<file path="src/rtl/adc_spi_capture_if.sv">
// Signals between the ADC capture block, the serial ADC and the sample FIFO.
// The master side is the capture block: it drives the ADC strobes and the FIFO write port.
interface adc_spi_capture_if #(
    parameter int unsigned DATA_WIDTH = 16
);
    logic                  adc_cs_n;
    logic                  adc_sclk;
    logic                  adc_sdo;
    logic                  fifo_wr;
    logic [DATA_WIDTH-1:0] fifo_data;
    logic                  fifo_full;

    modport master (
        output adc_cs_n,
        output adc_sclk,
        output fifo_wr,
        output fifo_data,
        input  adc_sdo,
        input  fifo_full
    );

    modport slave (
        input  adc_cs_n,
        input  adc_sclk,
        input  fifo_wr,
        input  fifo_data,
        output adc_sdo,
        output fifo_full
    );
endinterface

</file>
<file path="src/rtl/adc_spi_capture.sv">
// Paced serial ADC reader (CPOL=1): one frame per sample tick, each result pushed to the FIFO
// with a single-cycle strobe; full-FIFO drops and ticks missed during a frame are counted.
module adc_spi_capture #(
    parameter int unsigned DATA_WIDTH    = 16,
    parameter int unsigned FRAME_BITS    = 16,
    parameter int unsigned CLK_DIV       = 4,
    parameter int unsigned SAMPLE_PERIOD = 1000
) (
    input  logic              clk,
    input  logic              rst,
    input  logic              enable,
    adc_spi_capture_if.master bus,
    output logic              busy,
    output logic [15:0]       drop_cnt
);
    localparam int unsigned CntW = (SAMPLE_PERIOD > 1) ? $clog2(SAMPLE_PERIOD) : 1;
    localparam int unsigned DivW = (CLK_DIV > 1) ? $clog2(CLK_DIV) : 1;
    localparam int unsigned BitW = (FRAME_BITS > 1) ? $clog2(FRAME_BITS) : 1;

    localparam logic [CntW-1:0] CntMax = CntW'(SAMPLE_PERIOD - 1);
    localparam logic [DivW-1:0] DivMax = DivW'(CLK_DIV - 1);
    localparam logic [BitW-1:0] BitMax = BitW'(FRAME_BITS - 1);

    localparam logic [1:0] StIdle  = 2'd0;
    localparam logic [1:0] StShift = 2'd1;
    localparam logic [1:0] StStore = 2'd2;

    logic [1:0]            state_q, state_d;
    logic [CntW-1:0]       cnt_q, cnt_d;
    logic [DivW-1:0]       div_q, div_d;
    logic [BitW-1:0]       bit_q, bit_d;
    logic                  sclk_q, sclk_d;
    logic [FRAME_BITS-1:0] frame_q, frame_d;
    logic [DATA_WIDTH-1:0] data_q, data_d;
    logic [15:0]           drop_q, drop_d;

    logic                  tick;
    logic                  wr;
    logic [1:0]            drop_inc;
    logic [16:0]           drop_sum;

    assign tick = enable && (cnt_q == CntMax);
    // An abort (enable low) in the STORE cycle discards the frame like any other partial frame.
    assign wr   = (state_q == StStore) && enable && !bus.fifo_full;

    always_comb begin
        cnt_d    = cnt_q;
        state_d  = state_q;
        div_d    = div_q;
        bit_d    = bit_q;
        sclk_d   = sclk_q;
        frame_d  = frame_q;
        data_d   = data_q;
        drop_inc = 2'd0;

        if (!enable || cnt_q == CntMax) begin
            cnt_d = '0;
        end else begin
            cnt_d = cnt_q + 1'b1;
        end

        unique case (state_q)
            StIdle: begin
                if (tick) begin
                    state_d = StShift;
                    sclk_d  = 1'b0;
                    div_d   = '0;
                    bit_d   = '0;
                end
            end
            StShift: begin
                if (tick) begin
                    drop_inc = drop_inc + 2'd1;
                end
                if (div_q == DivMax) begin
                    div_d = '0;
                    if (!sclk_q) begin
                        // Sample on the same edge that raises SCLK.
                        sclk_d  = 1'b1;
                        frame_d = {frame_q[FRAME_BITS-2:0], bus.adc_sdo};
                    end else if (bit_q == BitMax) begin
                        state_d = StStore;
                    end else begin
                        sclk_d = 1'b0;
                        bit_d  = bit_q + 1'b1;
                    end
                end else begin
                    div_d = div_q + 1'b1;
                end
            end
            StStore: begin
                state_d = StIdle;
                if (tick) begin
                    drop_inc = drop_inc + 2'd1;
                end
                if (enable && bus.fifo_full) begin
                    drop_inc = drop_inc + 2'd1;
                end
                if (wr) begin
                    data_d = frame_q[DATA_WIDTH-1:0];
                end
            end
            default: begin
                state_d = StIdle;
                sclk_d  = 1'b1;
            end
        endcase

        if (!enable) begin
            state_d  = StIdle;
            sclk_d   = 1'b1;
            drop_inc = 2'd0;
        end

        drop_sum = {1'b0, drop_q} + {15'd0, drop_inc};
        drop_d   = drop_sum[16] ? 16'hFFFF : drop_sum[15:0];
    end

    always_ff @(posedge clk or posedge rst) begin
        if (rst) begin
            state_q <= StIdle;
            cnt_q   <= '0;
            div_q   <= '0;
            bit_q   <= '0;
            sclk_q  <= 1'b1;
            frame_q <= '0;
            data_q  <= '0;
            drop_q  <= '0;
        end else begin
            state_q <= state_d;
            cnt_q   <= cnt_d;
            div_q   <= div_d;
            bit_q   <= bit_d;
            sclk_q  <= sclk_d;
            frame_q <= frame_d;
            data_q  <= data_d;
            drop_q  <= drop_d;
        end
    end

    // Chip select and busy follow the state so reset releases them immediately.
    assign bus.adc_cs_n  = (state_q != StShift);
    assign bus.adc_sclk  = sclk_q;
    assign bus.fifo_wr   = wr;
    assign bus.fifo_data = wr ? frame_q[DATA_WIDTH-1:0] : data_q;
    assign busy          = (state_q == StShift);
    assign drop_cnt      = drop_q;

endmodule

</file>
<file path="src/flat_wrapper.sv">
// flat-port wrapper written by rule: the top's interface ports become plain ports
module adc_spi_capture_flat 
#(
    parameter int unsigned DATA_WIDTH    = 16,
    parameter int unsigned FRAME_BITS    = 16,
    parameter int unsigned CLK_DIV       = 4,
    parameter int unsigned SAMPLE_PERIOD = 1000
)
  (clk, rst, enable, busy, drop_cnt, bus_adc_cs_n, bus_adc_sclk, bus_fifo_wr, bus_fifo_data, bus_adc_sdo, bus_fifo_full);
  adc_spi_capture_if #(.DATA_WIDTH(DATA_WIDTH)) bus_i ();
  input  logic clk;
  input  logic rst;
  input  logic enable;
  output logic busy;
  output logic [15:0] drop_cnt;
  output wire logic [$bits(bus_i.adc_cs_n)-1:0] bus_adc_cs_n;
  output wire logic [$bits(bus_i.adc_sclk)-1:0] bus_adc_sclk;
  output wire logic [$bits(bus_i.fifo_wr)-1:0] bus_fifo_wr;
  output wire logic [$bits(bus_i.fifo_data)-1:0] bus_fifo_data;
  input wire logic [$bits(bus_i.adc_sdo)-1:0] bus_adc_sdo;
  input wire logic [$bits(bus_i.fifo_full)-1:0] bus_fifo_full;
  assign bus_adc_cs_n = bus_i.adc_cs_n;
  assign bus_adc_sclk = bus_i.adc_sclk;
  assign bus_fifo_wr = bus_i.fifo_wr;
  assign bus_fifo_data = bus_i.fifo_data;
  assign bus_i.adc_sdo = bus_adc_sdo;
  assign bus_i.fifo_full = bus_fifo_full;
  adc_spi_capture #(.DATA_WIDTH(DATA_WIDTH), .FRAME_BITS(FRAME_BITS), .CLK_DIV(CLK_DIV), .SAMPLE_PERIOD(SAMPLE_PERIOD)) u_core (.clk(clk), .rst(rst), .enable(enable), .bus(bus_i), .busy(busy), .drop_cnt(drop_cnt));
endmodule
</file>
<file path="config.mk">
export PLATFORM = sky130hd
export DESIGN_NAME = adc_spi_capture_flat
export DESIGN_NICKNAME = d
export VERILOG_FILES = /design/src/rtl/adc_spi_capture_if.sv /design/src/rtl/adc_spi_capture.sv /design/src/flat_wrapper.sv
export SDC_FILE = /design/constraint.sdc
export NUM_CORES = 1
export LEC_CHECK = 0
export CORE_MARGIN = 4
export CORE_UTILIZATION = 30
export CTS_CLUSTER_DIAMETER = 30
export DETAILED_ROUTE_END_ITERATION = 16
export SYNTH_ARGS = -nofsm -noshare
export SYNTH_HDL_FRONTEND = slang
export SYNTH_SLANG_ARGS = --single-unit
</file>
<file path="constraint.sdc">
create_clock -name clk -period 3.8 [get_ports clk]
set_input_delay 0.95 -clock clk [delete_from_list [all_inputs] [get_ports clk]]
set_output_delay 0.95 -clock clk [all_outputs]
set_load 0.005 [all_outputs]
</file>
==> results.txt, run 1 <==
status -> completed
Reg power frac -> 49.6%
Vias per Instance -> 4.582
cts hold-fix bufs -> 0
Mapped Cells -> 314
syn_area_per_cell -> 10.15 um2
initial antenna violation count -> 0
Die Footprint -> 12340 um2
hold_ws -> 0.4702 ns
Syn-to-layout area delta -> 27.05%
Hold EP -> u_core.data_q[6]
die width -> 111.1 um
CTS buffer count -> 9
unrepaired setup endpoints after global routing -> no
largest net degree at the start of global routing -> 36
Switching Fraction -> 23.30%
First DRT Iteration DRCs -> 81
Setup crit start kind -> input pin
number of buffers added on ports -> 40
Initial DRT Pass Iterations -> 4
Setup-failing EPs final -> 0
ys async rst share -> 100.0%
P_sw -> 345.4 uW
Primary FF master, synth -> dfrtp_1
Peak supply drop -> 194.8 uV
Initial Utilization -> 30.87%
Slowest-stage cell, CP -> clkdlybuf4s50_1
period utilization -> 93.16%
Worst R2R Start -> u_core.cnt_q[0]
Hold Crit Start -> u_core.data_q[6]
type of the worst min-delay path -> reg -> reg
Synth Cell Area -> 3187 um2
WP data required -> 2.85 ns
vias in the first global route -> 2348
synth warn -> 0
post-cts gate resize count -> 0
Seq/Total Area, Yosys -> 52.65%
Seq cells post-synth -> 67
Ant. Diodes -> 0
share of the synthesized area in the top cell type -> 51.83%
Comb pwr share -> 6.7%
Reg2Reg Depth -> 13
Worst Max-Slew Pin Slew -> 0.7005 ns
Final Core Density -> 39.22%
Syn Nets -> 330
Netlist cell types -> 46
leakage power -> 2.012 nW
Die Y -> 111.1 um
largest cells by area after synthesis -> dfrtp_1 52%, nand2_1 10%, mux2_2 6.0%
CP max stage delay -> 0.50 ns
Clock power frac -> 43.7%
CP Class -> in -> out
CTS max path bufs -> 2
IO Pins -> 41
Overflow after GRT -> 0
post-CTS setup buffer count -> 0
total global-route track usage -> 11.09%
row count -> 37
CP Cell Sequence -> clkdlybuf4s50_1 > buf_4 > nand3b_1 > clkinv_1 > buf_12 > nand2_1 > nand2_1 > clkdlybuf4s50_1
final instance area -> 4049 um2
CTS H-tree lvls -> 3
crit path max fanout -> 17
share of layout cells above drive strength 1 -> 14.17%
clk slew on worst S/H paths -> 0.07 ns
Max Cap Viol -> 0
post-detail-place hpwl -> 4658 um
Fin. Hold Viols -> 0
wire per inst -> 12.66 um
core area -> 10320 um2
dpl cell area -> 3832 um2
internal power -> 1.137 mW
FMAX -> 0.2825 GHz
Pins Over Slew Limit -> 0
Pwr per Cell Area -> 366.2 nW/um2
Routed WL -> 6455 um
Data arrival, critical path -> 2.59 ns
worst-skew pair later-pin latency -> 0.34 ns
Worst Setup SP -> enable
crit end category -> output port
Yosys top cell by area -> dfrtp_1
CTS tree -> yes
DR vias -> 2337
Residual DRC -> 0
GP Congestion -> 0.7607
max_slew headroom -> 53.23%
clk_skew -> 0.009670 ns
Reg-to-Reg End -> u_core.drop_cnt[14]
EDFF count, synth -> 0
hold path cells -> 2
Final nets -> 385
r2r setup slk -> 0.34 ns
first-pass GRT wire length -> 11250 um
Sink Count -> 67
Antenna Nets Post-Route -> 0
post-layout min period -> 3.540 ns
CTS root buf -> clkbuf_8
flip-flops by register name, summed over array words and instances (netlist names):
signal / cells
u_core.cnt_q: 10
u_core.bit_q: 4
u_core.frame_q: 16
u_core.state_q: 2
u_core.bus.adc_sclk: 1
u_core.div_q: 2
u_core.drop_cnt: 16
u_core.data_q: 16
worst max-delay path, delay by kind of cell:
| family | cells | cell delay (ns) |
|---|---|---|
| buffers and inverters | 5 | 1.37 |
| AND/OR/NAND/NOR | 3 | 0.27 |
cells in the mapped netlist, types with 3 or more instances:
library cell	count
a21oi_1	4
xor2_1	3
nand2_1	88
dfrtp_1	66
ha_1	10
and3_1	4
inv_1	10
nor3_1	4
o21ai_0	5
nand2b_1	3
a32o_1	3
mux2_2	17
nand3_1	13
a31oi_1	5
xnor2_1	13
buf_2	5
nand4_1	4
nor2_1	21
nor4_1	3
stage by stage:
| stage | TNS (ns) | setup slack (ns) | power [mW] | cells |
|---|---|---|---|---|
| after floorplan | 0 | 0.1314 | 0.8123 | 314 |
| after global placement | 0 | 0.01632 | 0.8503 | 494 |
| after detailed placement | -0.1499 | -0.06565 | 0.8511 | 494 |
| after CTS | 0 | 0.2132 | 1.512 | 510 |
| after global routing | 0 | 0.1038 | 1.555 | 510 |
| final | 0 | 0.2598 | 1.483 | 510 |
power by group through the flow:
stage	logic, mW	registers, mW	clock network [mW]
after floorplan	0.0654	0.747	0
after global placement	0.102	0.749	0
after detailed placement	0.102	0.749	0
after CTS	0.103	0.735	0.674
after global routing	0.113	0.736	0.706
final	0.100	0.735	0.648
layout by cell type (no fill, tap or decap), types with 2 or more instances in the layout:
cell type	count
nor2b_1	2
nand2b_1	3
inv_1	9
ha_1	10
and2_1	2
nand3b_1	2
nand4_1	4
bufinv_16	2
a32o_1	3
mux2_2	17
clkdlybuf4s50_1	40
nand3_1	13
clkinvlp_4	2
nand2_1	88
nor2_1	21
buf_4	9
o21ai_0	5
nor3_1	4
a211oi_1	2
and3_1	4
a31oi_1	5
xnor2_1	13
xor2_1	3
a21oi_1	4
dfrtp_1	66
clkbuf_8	9
o2bb2ai_1	2
buf_12	2
nor4_1	3
cells by family after synthesis:
kind of cell	share of synthesized area, %
adders and majority gates	4.554
xor gates and xnor gates	4.398
and+or+nand+nor	22.54
buffers and inverters	2.316
DFF	52.65
AOI/OAI and AO/OA	7.224
muxes	6.321
final cells by class:
type	count	area, um2
Clock inverter	6	88.84
Tap cell	136	170.2
Clock buffer	10	127.6
Sequential cell	67	1678
Inverter	11	41.29
Fill cell	991	6275
Timing Repair Buffer	51	508.0
Multi-Input combinational cell	229	1435
how the worst max path moves through the flow:
| stage | to | slack [ns] | cells past startpoint |
|---|---|---|---|
| after floorplan | u_core.drop_cnt[1] | 0.13 | 14 |
| after global placement | u_core.drop_cnt[14] | 0.02 | 14 |
| after detailed placement | u_core.drop_cnt[14] | -0.07 | 14 |
| after CTS | bus_fifo_data[9] | 0.21 | 7 |
| after global routing | bus_fifo_data[2] | 0.10 | 7 |
| final | bus_fifo_data[2] | 0.26 | 8 |
per-layer routing:
metal | wire length, um | track usage [%] | up-vias
met4 | 78 | 3.406 | 0
met5 | 0 | 0 | -
met2 | 3147 | 18.37 | 24
met3 | 215 | 3.657 | 7
met1 | 3014 | 13.75 | 1129
li1 | - | - | 1177
(Power assumes the default switching activity.)
==> run 2, diff against run 1 <==
--- a/config.mk
+++ b/config.mk
@@ -9,6 +9,7 @@
 export CORE_UTILIZATION = 30
 export CTS_CLUSTER_DIAMETER = 30
 export DETAILED_ROUTE_END_ITERATION = 16
+export PLACE_DENSITY_LB_ADDON = 0.05
 export SYNTH_ARGS = -nofsm -noshare
 export SYNTH_HDL_FRONTEND = slang
 export SYNTH_SLANG_ARGS = --single-unit
==> results.txt, run 2 (synthesized netlist as in run 1, its figures left out) <==
CP Cell Sequence -> clkdlybuf4s50_1 > buf_4 > buf_4 > nand3b_1 > inv_2 > buf_12 > nand2_1 > nand2_1 > clkdlybuf4s50_1
Sink Count -> 67
status -> completed
FILL cells -> 1029
CTS buffer count -> 9
Die Footprint -> 12340 um2
Antenna Nets Post-Route -> 0
GP Congestion -> 0.7322
Fin. Hold Viols -> 0
Setup crit start kind -> input pin
Die Y -> 111.1 um
period utilization -> 96.96%
Peak supply drop -> 185.2 uV
wire per inst -> 12.97 um
number of buffers added on ports -> 40
Pwr per Cell Area -> 389.0 nW/um2
largest net degree at the start of global routing -> 68
vias in the first global route -> 2513
crit end category -> output port
CTS H-tree lvls -> 3
DR vias -> 2338
crit path max fanout -> 17
initial antenna violation count -> 0
Ant. Diodes -> 0
die width -> 111.1 um
clk slew on worst S/H paths -> 0.07 ns
Vias per Instance -> 4.558
total global-route track usage -> 11.69%
FMAX -> 0.2714 GHz
Final nets -> 389
CTS root buf -> clkbuf_8
CTS tree -> yes
Worst Max-Slew Pin Slew -> 0.8481 ns
core area -> 10320 um2
unrepaired setup endpoints after global routing -> no
Initial DRT Pass Iterations -> 4
number of buffers and inverters on the critical path -> 6
final instance area -> 4145 um2
First DRT Iteration DRCs -> 100
Slowest-stage cell, CP -> clkdlybuf4s50_1
share of layout cells above drive strength 1 -> 15.38%
post-layout min period -> 3.684 ns
clk_skew -> 0.01102 ns
post-detail-place hpwl -> 4634 um
CTS max path bufs -> 2
Top Family by Delay on Critical Path -> buffers and inverters
most frequent cells in the layout -> 88 x nand2_1, 66 x dfrtp_1, 28 x clkdlybuf4s50_1, 21 x nor2_1, 17 x mux2_2
commonest non-fill, non-tap cell in the layout -> nand2_1
first-pass GRT wire length -> 11780 um
Pins Over Slew Limit -> 0
Data arrival, critical path -> 2.73 ns
CP Class -> in -> out
type of the worst min-delay path -> reg -> reg
Overflow after GRT -> 0
max_slew headroom -> 43.46%
Residual DRC -> 0
leakage power -> 2.285 nW
CP max stage delay -> 0.49 ns
Max Cap Viol -> 0
IO Pins -> 41
row count -> 37
dpl cell area -> 3850 um2
worst-skew pair later-pin latency -> 0.33 ns
Initial Utilization -> 30.87%
Syn-to-layout area delta -> 30.07%
Routed WL -> 6654 um
WP data required -> 2.85 ns
hold_ws -> 0.4702 ns
Setup-failing EPs final -> 0
-- run 2: cell count changes in the layout (fill, tap and decap cells not counted), sizes merged --
| cell | before | now |
|---|---|---|
| clkinv | 2 | 1 |
| dlymetal6s2s | 0 | 12 |
| bufinv | 2 | 4 |
| clkbuf | 10 | 9 |
| buf | 11 | 15 |
| clkinvlp | 2 | 0 |
| inv | 11 | 12 |
| clkdlybuf4s50 | 40 | 28 |
-- run 2: layer usage --
metal | GRT usage [%] | up-vias | part of all wire (%) | routed length, um
li1 | - | 1179 | - | -
met1 | 15.46 | 1111 | 50 | 3339
met2 | 18.12 | 36 | 44 | 2947
met3 | 2.402 | 12 | 2.9 | 190
met4 | 5.921 | 0 | 2.7 | 178
met5 | 0 | - | 0 | 0
-- run 2: worst paths after layout --
path	from	endpoint	slack [ns]	cells after the start
hold reg to reg	u_core.data_q[12]	u_core.data_q[12]	0.47	2
setup / recovery	enable	bus_fifo_data[9]	0.12	9
max in group asynchronous	rst	u_core.cnt_q[9]	2.06	3
setup reg to reg	u_core.cnt_q[0]	u_core.drop_cnt[12]	0.51	13
min in group asynchronous	rst	u_core.drop_cnt[7]	1.19	3
hold / removal	u_core.data_q[12]	u_core.data_q[12]	0.47	2
-- run 2: report_power, final --
part / switching [mW] / total [mW] / internal (mW)
registers: 0.0100 / 0.735 / 0.725
clock network: 0.276 / 0.779 / 0.502
logic: 0.0579 / 0.0985 / 0.0406
-- run 2: what timing repair did --
action                     in CTS  in global routing
hold buffers                    0                  0
setup endpoints to repair       0                 16
gates resized for setup         0                 14
setup buffers                   0                  0
-- run 2: worst register-to-register path: cells and delay by family, from the launching register on --
kind / cells / cell delay [ns]
buffers and inverters: 2 / 0.23
adder cells (fa/ha/maj): 3 / 0.80
AND/OR/NAND/NOR: 6 / 1.51
flip-flops: 1 / 0.39
AO/OA/AOI/OAI: 2 / 0.25
-- run 2: area by class of cell --
| cell class | instances | area [um2] | area share (%) |
|---|---|---|---|
| multi-input cells | 229 | 1435 | 34.62 |
| well taps | 136 | 170.2 | 4.105 |
| clock inverters | 6 | 137.6 | 3.320 |
| flip-flops and latches | 67 | 1678 | 40.48 |
| inverters | 11 | 41.29 | 0.9961 |
| repair buffers | 55 | 559.3 | 13.49 |
| clock buffers | 9 | 123.9 | 2.988 |
-- run 2: through the flow --
step / power (mW) / TNS, ns / utilization (%) / cells / setup WS (ns)
after global routing: 1.681 / 0 / 40.15 / 513 / 0.001364
after global placement: 0.8526 / -0.08504 / 37.29 / 498 / -0.02376
final: 1.613 / 0 / 40.15 / 513 / 0.1157
after floorplan: 0.8123 / 0 / - / 314 / 0.1314
after CTS: 1.643 / 0 / 39.83 / 513 / 0.03144
after detailed placement: 0.8509 / -1.389 / 37.29 / 498 / -0.1295
